===== src/rtl/amiga_kbd_txqueue.sv =====
// Amiga keyboard keycode queue and handshake sequencer feeding the serial transmitter.
// Optional power-up FD/FE codes: define AMIGA_KBD_POWERUP_EN.
module amiga_kbd_txqueue #(
    parameter int DEPTH_LOG2    = 3,
    parameter int TIMEOUT_TICKS = 1014000
) (
    input  logic                  clk,
    input  logic                  reset,
    input  logic                  clk7_en,
    input  logic                  in_strobe,
    input  logic [7:0]            in_data,
    input  logic                  keyack,
    output logic                  key_strobe,
    output logic [7:0]            key_data,
    output logic [DEPTH_LOG2:0]   fifo_level,
    output logic                  busy
);

    localparam int DEPTH = 1 << DEPTH_LOG2;
    localparam logic [19:0] TIMEOUT_LAST = 20'(TIMEOUT_TICKS - 1);

`ifdef AMIGA_KBD_POWERUP_EN
    localparam logic PWR_ARM = 1'b1;
`else
    localparam logic PWR_ARM = 1'b0;
`endif

    typedef enum logic [1:0] {ST_IDLE, ST_SEND, ST_WAIT_ACK} state_t;
    state_t state_reg, state_next;

    logic [7:0]          mem [DEPTH];
    logic [DEPTH_LOG2:0] wr_ptr_reg, rd_ptr_reg;
    logic                fifo_empty, fifo_full;
    logic                pop, push_ok;

    logic       pwr_fd_reg, pwr_fd_next;
    logic       pwr_fe_reg, pwr_fe_next;
    logic       sync_pend_reg, sync_pend_next;
    logic       ovf_pend_reg, ovf_pend_next;
    logic       resend_reg, resend_next;
    logic       sending_sync_reg, sending_sync_next;
    logic [7:0] cur_code_reg, cur_code_next;
    logic [7:0] resend_code_reg, resend_code_next;
    logic [19:0] tmo_cnt_reg, tmo_cnt_next;
    logic       key_strobe_reg, key_strobe_next;
    logic [7:0] key_data_reg, key_data_next;

    assign fifo_level = wr_ptr_reg - rd_ptr_reg;
    assign fifo_empty = (fifo_level == '0);
    assign fifo_full  = (fifo_level == (DEPTH_LOG2 + 1)'(DEPTH));
    // A pop frees a slot in the same cycle, so a push into a full FIFO still fits.
    assign push_ok    = in_strobe && (!fifo_full || pop);

    assign key_strobe = key_strobe_reg;
    assign key_data   = key_data_reg;
    assign busy       = (state_reg != ST_IDLE);

    always_comb begin
        state_next        = state_reg;
        pwr_fd_next       = pwr_fd_reg;
        pwr_fe_next       = pwr_fe_reg;
        sync_pend_next    = sync_pend_reg;
        ovf_pend_next     = ovf_pend_reg;
        resend_next       = resend_reg;
        sending_sync_next = sending_sync_reg;
        cur_code_next     = cur_code_reg;
        resend_code_next  = resend_code_reg;
        tmo_cnt_next      = tmo_cnt_reg;
        key_strobe_next   = key_strobe_reg;
        key_data_next     = key_data_reg;
        pop               = 1'b0;

        if (clk7_en) begin
            key_strobe_next = 1'b0;
            case (state_reg)
                ST_IDLE: begin
                    sending_sync_next = 1'b0;
                    if (pwr_fd_reg) begin
                        cur_code_next = 8'hFD;
                        pwr_fd_next   = 1'b0;
                        state_next    = ST_SEND;
                    end else if (pwr_fe_reg) begin
                        cur_code_next = 8'hFE;
                        pwr_fe_next   = 1'b0;
                        state_next    = ST_SEND;
                    end else if (sync_pend_reg) begin
                        cur_code_next     = 8'hF9;
                        sync_pend_next    = 1'b0;
                        sending_sync_next = 1'b1;
                        state_next        = ST_SEND;
                    end else if (resend_reg) begin
                        cur_code_next = resend_code_reg;
                        resend_next   = 1'b0;
                        state_next    = ST_SEND;
                    end else if (ovf_pend_reg) begin
                        cur_code_next = 8'hFA;
                        ovf_pend_next = 1'b0;
                        state_next    = ST_SEND;
                    end else if (!fifo_empty) begin
                        pop        = 1'b1;
                        state_next = ST_SEND;
                    end
                end
                ST_SEND: begin
                    key_strobe_next = 1'b1;
                    key_data_next   = cur_code_reg;
                    tmo_cnt_next    = '0;
                    state_next      = ST_WAIT_ACK;
                end
                ST_WAIT_ACK: begin
                    if (keyack) begin
                        state_next = ST_IDLE;
                    end else if (tmo_cnt_reg >= TIMEOUT_LAST) begin
                        sync_pend_next = 1'b1;
                        resend_next    = 1'b1;
                        // A timed-out F9 must not replace the code waiting to be resent.
                        if (!sending_sync_reg)
                            resend_code_next = cur_code_reg;
                        state_next = ST_IDLE;
                    end else if (tmo_cnt_reg != '1) begin
                        tmo_cnt_next = tmo_cnt_reg + 20'd1;
                    end
                end
                default: state_next = ST_IDLE;
            endcase
        end

        if (in_strobe && fifo_full && !pop)
            ovf_pend_next = 1'b1;
    end

    always_ff @(posedge clk) begin
        if (reset) begin
            state_reg        <= ST_IDLE;
            wr_ptr_reg       <= '0;
            rd_ptr_reg       <= '0;
            pwr_fd_reg       <= PWR_ARM;
            pwr_fe_reg       <= PWR_ARM;
            sync_pend_reg    <= 1'b0;
            ovf_pend_reg     <= 1'b0;
            resend_reg       <= 1'b0;
            sending_sync_reg <= 1'b0;
            resend_code_reg  <= 8'h00;
            tmo_cnt_reg      <= '0;
            key_strobe_reg   <= 1'b0;
            key_data_reg     <= 8'h00;
        end else begin
            state_reg        <= state_next;
            if (push_ok)
                wr_ptr_reg   <= wr_ptr_reg + 1'b1;
            if (pop)
                rd_ptr_reg   <= rd_ptr_reg + 1'b1;
            pwr_fd_reg       <= pwr_fd_next;
            pwr_fe_reg       <= pwr_fe_next;
            sync_pend_reg    <= sync_pend_next;
            ovf_pend_reg     <= ovf_pend_next;
            resend_reg       <= resend_next;
            sending_sync_reg <= sending_sync_next;
            resend_code_reg  <= resend_code_next;
            tmo_cnt_reg      <= tmo_cnt_next;
            key_strobe_reg   <= key_strobe_next;
            key_data_reg     <= key_data_next;
        end
    end

    // FIFO head is read straight into cur_code, keeping the RAM read registered.
    always_ff @(posedge clk) begin
        if (reset)
            cur_code_reg <= 8'h00;
        else if (pop)
            cur_code_reg <= mem[rd_ptr_reg[DEPTH_LOG2-1:0]];
        else
            cur_code_reg <= cur_code_next;
    end

    always_ff @(posedge clk) begin
        if (push_ok)
            mem[wr_ptr_reg[DEPTH_LOG2-1:0]] <= in_data;
    end

endmodule

===== config.mk =====
export PLATFORM = sky130hd
export DESIGN_NAME = amiga_kbd_txqueue
export DESIGN_NICKNAME = d
export VERILOG_FILES = /design/src/rtl/amiga_kbd_txqueue.sv
export SDC_FILE = /design/constraint.sdc
export NUM_CORES = 1
export LEC_CHECK = 0
export ABC_AREA = 1
export BUFFER_PORTS_ARGS = -buffer_cell sky130_fd_sc_hd__buf_2
export CAP_MARGIN = 20
export CORE_UTILIZATION = 50
export DETAILED_ROUTE_END_ITERATION = 8
export PLACE_DENSITY = 0.74
export SLEW_MARGIN = 20
export SYNTH_ARGS = -nofsm -noshare
export SYNTH_HDL_FRONTEND = slang
export SYNTH_SLANG_ARGS = --single-unit

===== constraint.sdc =====
create_clock -name clk -period 2.8 [get_ports clk]
set_clock_uncertainty 0.05 [all_clocks]
set_input_delay 0.28 -clock clk [delete_from_list [all_inputs] [get_ports clk]]
set_output_delay 0.28 -clock clk [all_outputs]
set_load 0.1 [all_outputs]

==> impl_metrics.toml <==
[yosys]
syn-num-nets = 718
yosysSeqAreaShare = 0.543
synth.area.mux_share = 0
synth_compound_area_frac = 0.0575
netlist_instances = 698
ys.flop_type = "edfxtp_1"
synthAdderAreaFrac = 0.0163
synth_top_family_by_area = "simple AND/OR/NAND/NOR gates"
async_reset_ff_frac = 0
syn_avg_cell_area_sq_um = 8.35
synthTopCellsByArea = "edfxtp_1 33%, dfxtp_1 21%, nand2_1 13%"
yosysTopAreaCellShare = 0.330
syn_area_sq_um = 5830
synth_simple_gate_area_frac = 0.303
ys.warnings.count = 0
yosysUniqueCellTypes = 36
synth-edff-count = 64
synth-seq-cells = 126
yosys.area.top_type = "edfxtp_1"
synth_xor_area_frac = 0.0300

[routing]
drc_errors = 0
drt-vias-per-instance = 5.41
postRouteAntennaNets = 0
drtIter0Drc = 462
drt-wirelength-per-cell_um = 15.4
via_count = 4758
wl_um = 13500
firstDrtPassIters = 5

[run_status]
outcome = "complete, no violations"

[power]
switchingPower_mw = 2.69
power_density_nw_per_um2 = 986
swShare = 0.409
power_mw = 6.58
combPwrFrac = 0.346
ir_drop_v = 0.000875
clkPwrFrac = 0.308
p_leak_nw = 2.55
seq_power_share = 0.346
power.internal_mw = 3.89

[worst_hold_path]
worstHoldStart = "clk7_en"
hold_end = "key_strobe"
min_path_cells = 4
min_path_type = "input pin to flop"

[cts]
cts.path.max_buffers = 2
path_clk_slew_ns = 0.06
clock-sinks = 126
ctsHoldBuffers = 0
cts_setup_buffers = 0
cts_root_buf = "clkbuf_16"
cts_made_buffers = 17
htree_levels = 4
clkLatencyLatePin_ns = 0.41
cts_tree = "done"

[die]
rows = 39
start_util = 0.513
dieHeight_um = 110
pin_count = 27
coreArea_sq_um = 11400
fp.dieArea_sq_um = 12100
floorplan.die.width_um = 110

[critical_path]
crit_required_ns = 2.81
critPathCaptureType = "flop"
reg2reg_to = "mem[5][1]"
rrSetupSlack_ns = 0.22
critPathMaxFanout = 8
worstPathCellList = "inv_1 > ha_1 > a21oi_1 > nand3_1 > nand2_1 > inv_1 > nand3b_1 > nand2_2 > inv_2 > nand2_1 > nor2_2"
ff2ff_path_depth = 11
path_class = "flop to flop"
arrival_ns = 2.58
crit_path_top_delay_cell = "nor2_2"
regToRegStartpoint = "rd_ptr_reg[2]"
worst_path_largest_cell_delay_ns = 0.41
startpoint_type = "flop"

[placed_design]
io_buffers = 26
finalWeightedCongestion = 0.935
post_dp_cell_area_sq_um = 6120
hpwl_um = 9170

[global_route]
antenna_found_initial = 0
track_usage = 0.240
grt_overflow = 0
grt_max_degree = 33
grt_pass1_vias = 4388
grt_pass1_wl_um = 21500

[timing]
timing.final.crit_period_ns = 2.58
rsz0062_at_grt = "no"
setup_viol = 0
tightest_slew_ns = 0.891
hold_viol_final = 0
max_freq_mhz = 388
relSlewSlack = 0.406
timing.hold.ws_ns = 0.138
fin_crit_sh = 0.920
drv_slew = 0

[final_layout]
antenna_cells = 0
fin_nets = 744
fin_area_sq_um = 6680
synthToLayoutAreaGrowth_pct = 14.5
largest_register_ffs = 64
drive_gt1_frac = 0.132

[flow_run]
cap_viol_max_count = 0
routing by layer:
layer / routed length (um) / global-route usage
met2: 6460 / 0.388
met3: 756 / 0.0606
met5: 0 / 0
met1: 6050 / 0.309
met4: 245 / 0.0914
power groups by stage:
stage / Clock, mW / Sequential [mW] / Combinational (mW)
6_report: 2.03 / 2.28 / 2.28
3_5_place_dp: 0 / 2.31 / 2.24
5_1_grt: 2.13 / 2.30 / 2.47
2_1_floorplan: 0 / 2.37 / 1.69
3_3_place_gp: 0 / 2.30 / 2.20
4_1_cts: 2.05 / 2.28 / 2.26
cell type report:
type,count,area (sq um)
Inverter,47,179
Fill cell,998,4690
Sequential cell,126,3160
Clock buffer,17,425
Timing Repair Buffer,33,183
Tap cell,143,179
Clock inverter,15,121
Multi-Input combinational cell,499,2430
Yosys cell counts, types with 6 or more instances:
cell and number:
a21oi_1 41, clkbuf_1 20, dfxtp_1 62, edfxtp_1 64, ha_1 6, inv_1 40
nand2_1 199, nand3_1 80, nor2_1 96, nor3_1 9, o21ai_0 14, xnor2_1 9
xor2_1 11
worst max-delay path, delay by kind of cell (launching register included):
family                     cells  cell delay, ns
adders and majority gates      1            0.37
buffers and inverters          3            0.23
AOI/OAI and AO/OA              1            0.23
and+or+nand+nor                6            1.01
DFF                            1            0.32
cells by family after synthesis:
family,count (synthesis)
AO/OA/AOI/OAI,64
XOR/XNOR,20
adder cells (fa/ha/maj),7
buffers and inverters,73
flip-flops,126
AND/OR/NAND/NOR,408
timing repair:
action,in CTS,in global routing
hold endpoints to repair,0,0
resized for setup,0,5
setup endpoints to repair,0,40
how the worst max path moves through the flow:
stage	startpoint	end	cells after the start
3_3_place_gp	rd_ptr_reg[2]	mem[5][6]	11
2_1_floorplan	wr_ptr_reg[0]	mem[4][0]	11
6_report	rd_ptr_reg[2]	mem[5][1]	11
3_5_place_dp	rd_ptr_reg[2]	mem[5][7]	11
5_1_grt	rd_ptr_reg[2]	mem[5][6]	11
4_1_cts	rd_ptr_reg[2]	mem[5][6]	11
stage by stage:
step / cells / util / TNS [ns] / setup WS [ns]
2_1_floorplan: 698 / - / -3.00 / -0.0762
3_3_place_gp: 848 / 0.538 / 0 / 0.179
3_5_place_dp: 848 / 0.538 / 0 / 0.0668
4_1_cts: 880 / 0.586 / 0 / 0.0488
5_1_grt: 880 / 0.587 / 0 / 0.00186
6_report: 880 / 0.587 / 0 / 0.223
cell usage in the layout, fill, tap and decap left out, types with 8 or more instances in the layout:
master,n
o21ai_0,14
clkbuf_16,17
nand3_1,80
inv_1,39
nor2_2,9
nand2_1,198
edfxtp_1,64
nor3_1,8
xor2_1,10
xnor2_1,9
nor2_1,90
a21oi_1,41
dfxtp_1,62
buf_2,26
(Power assumes the default switching activity.)
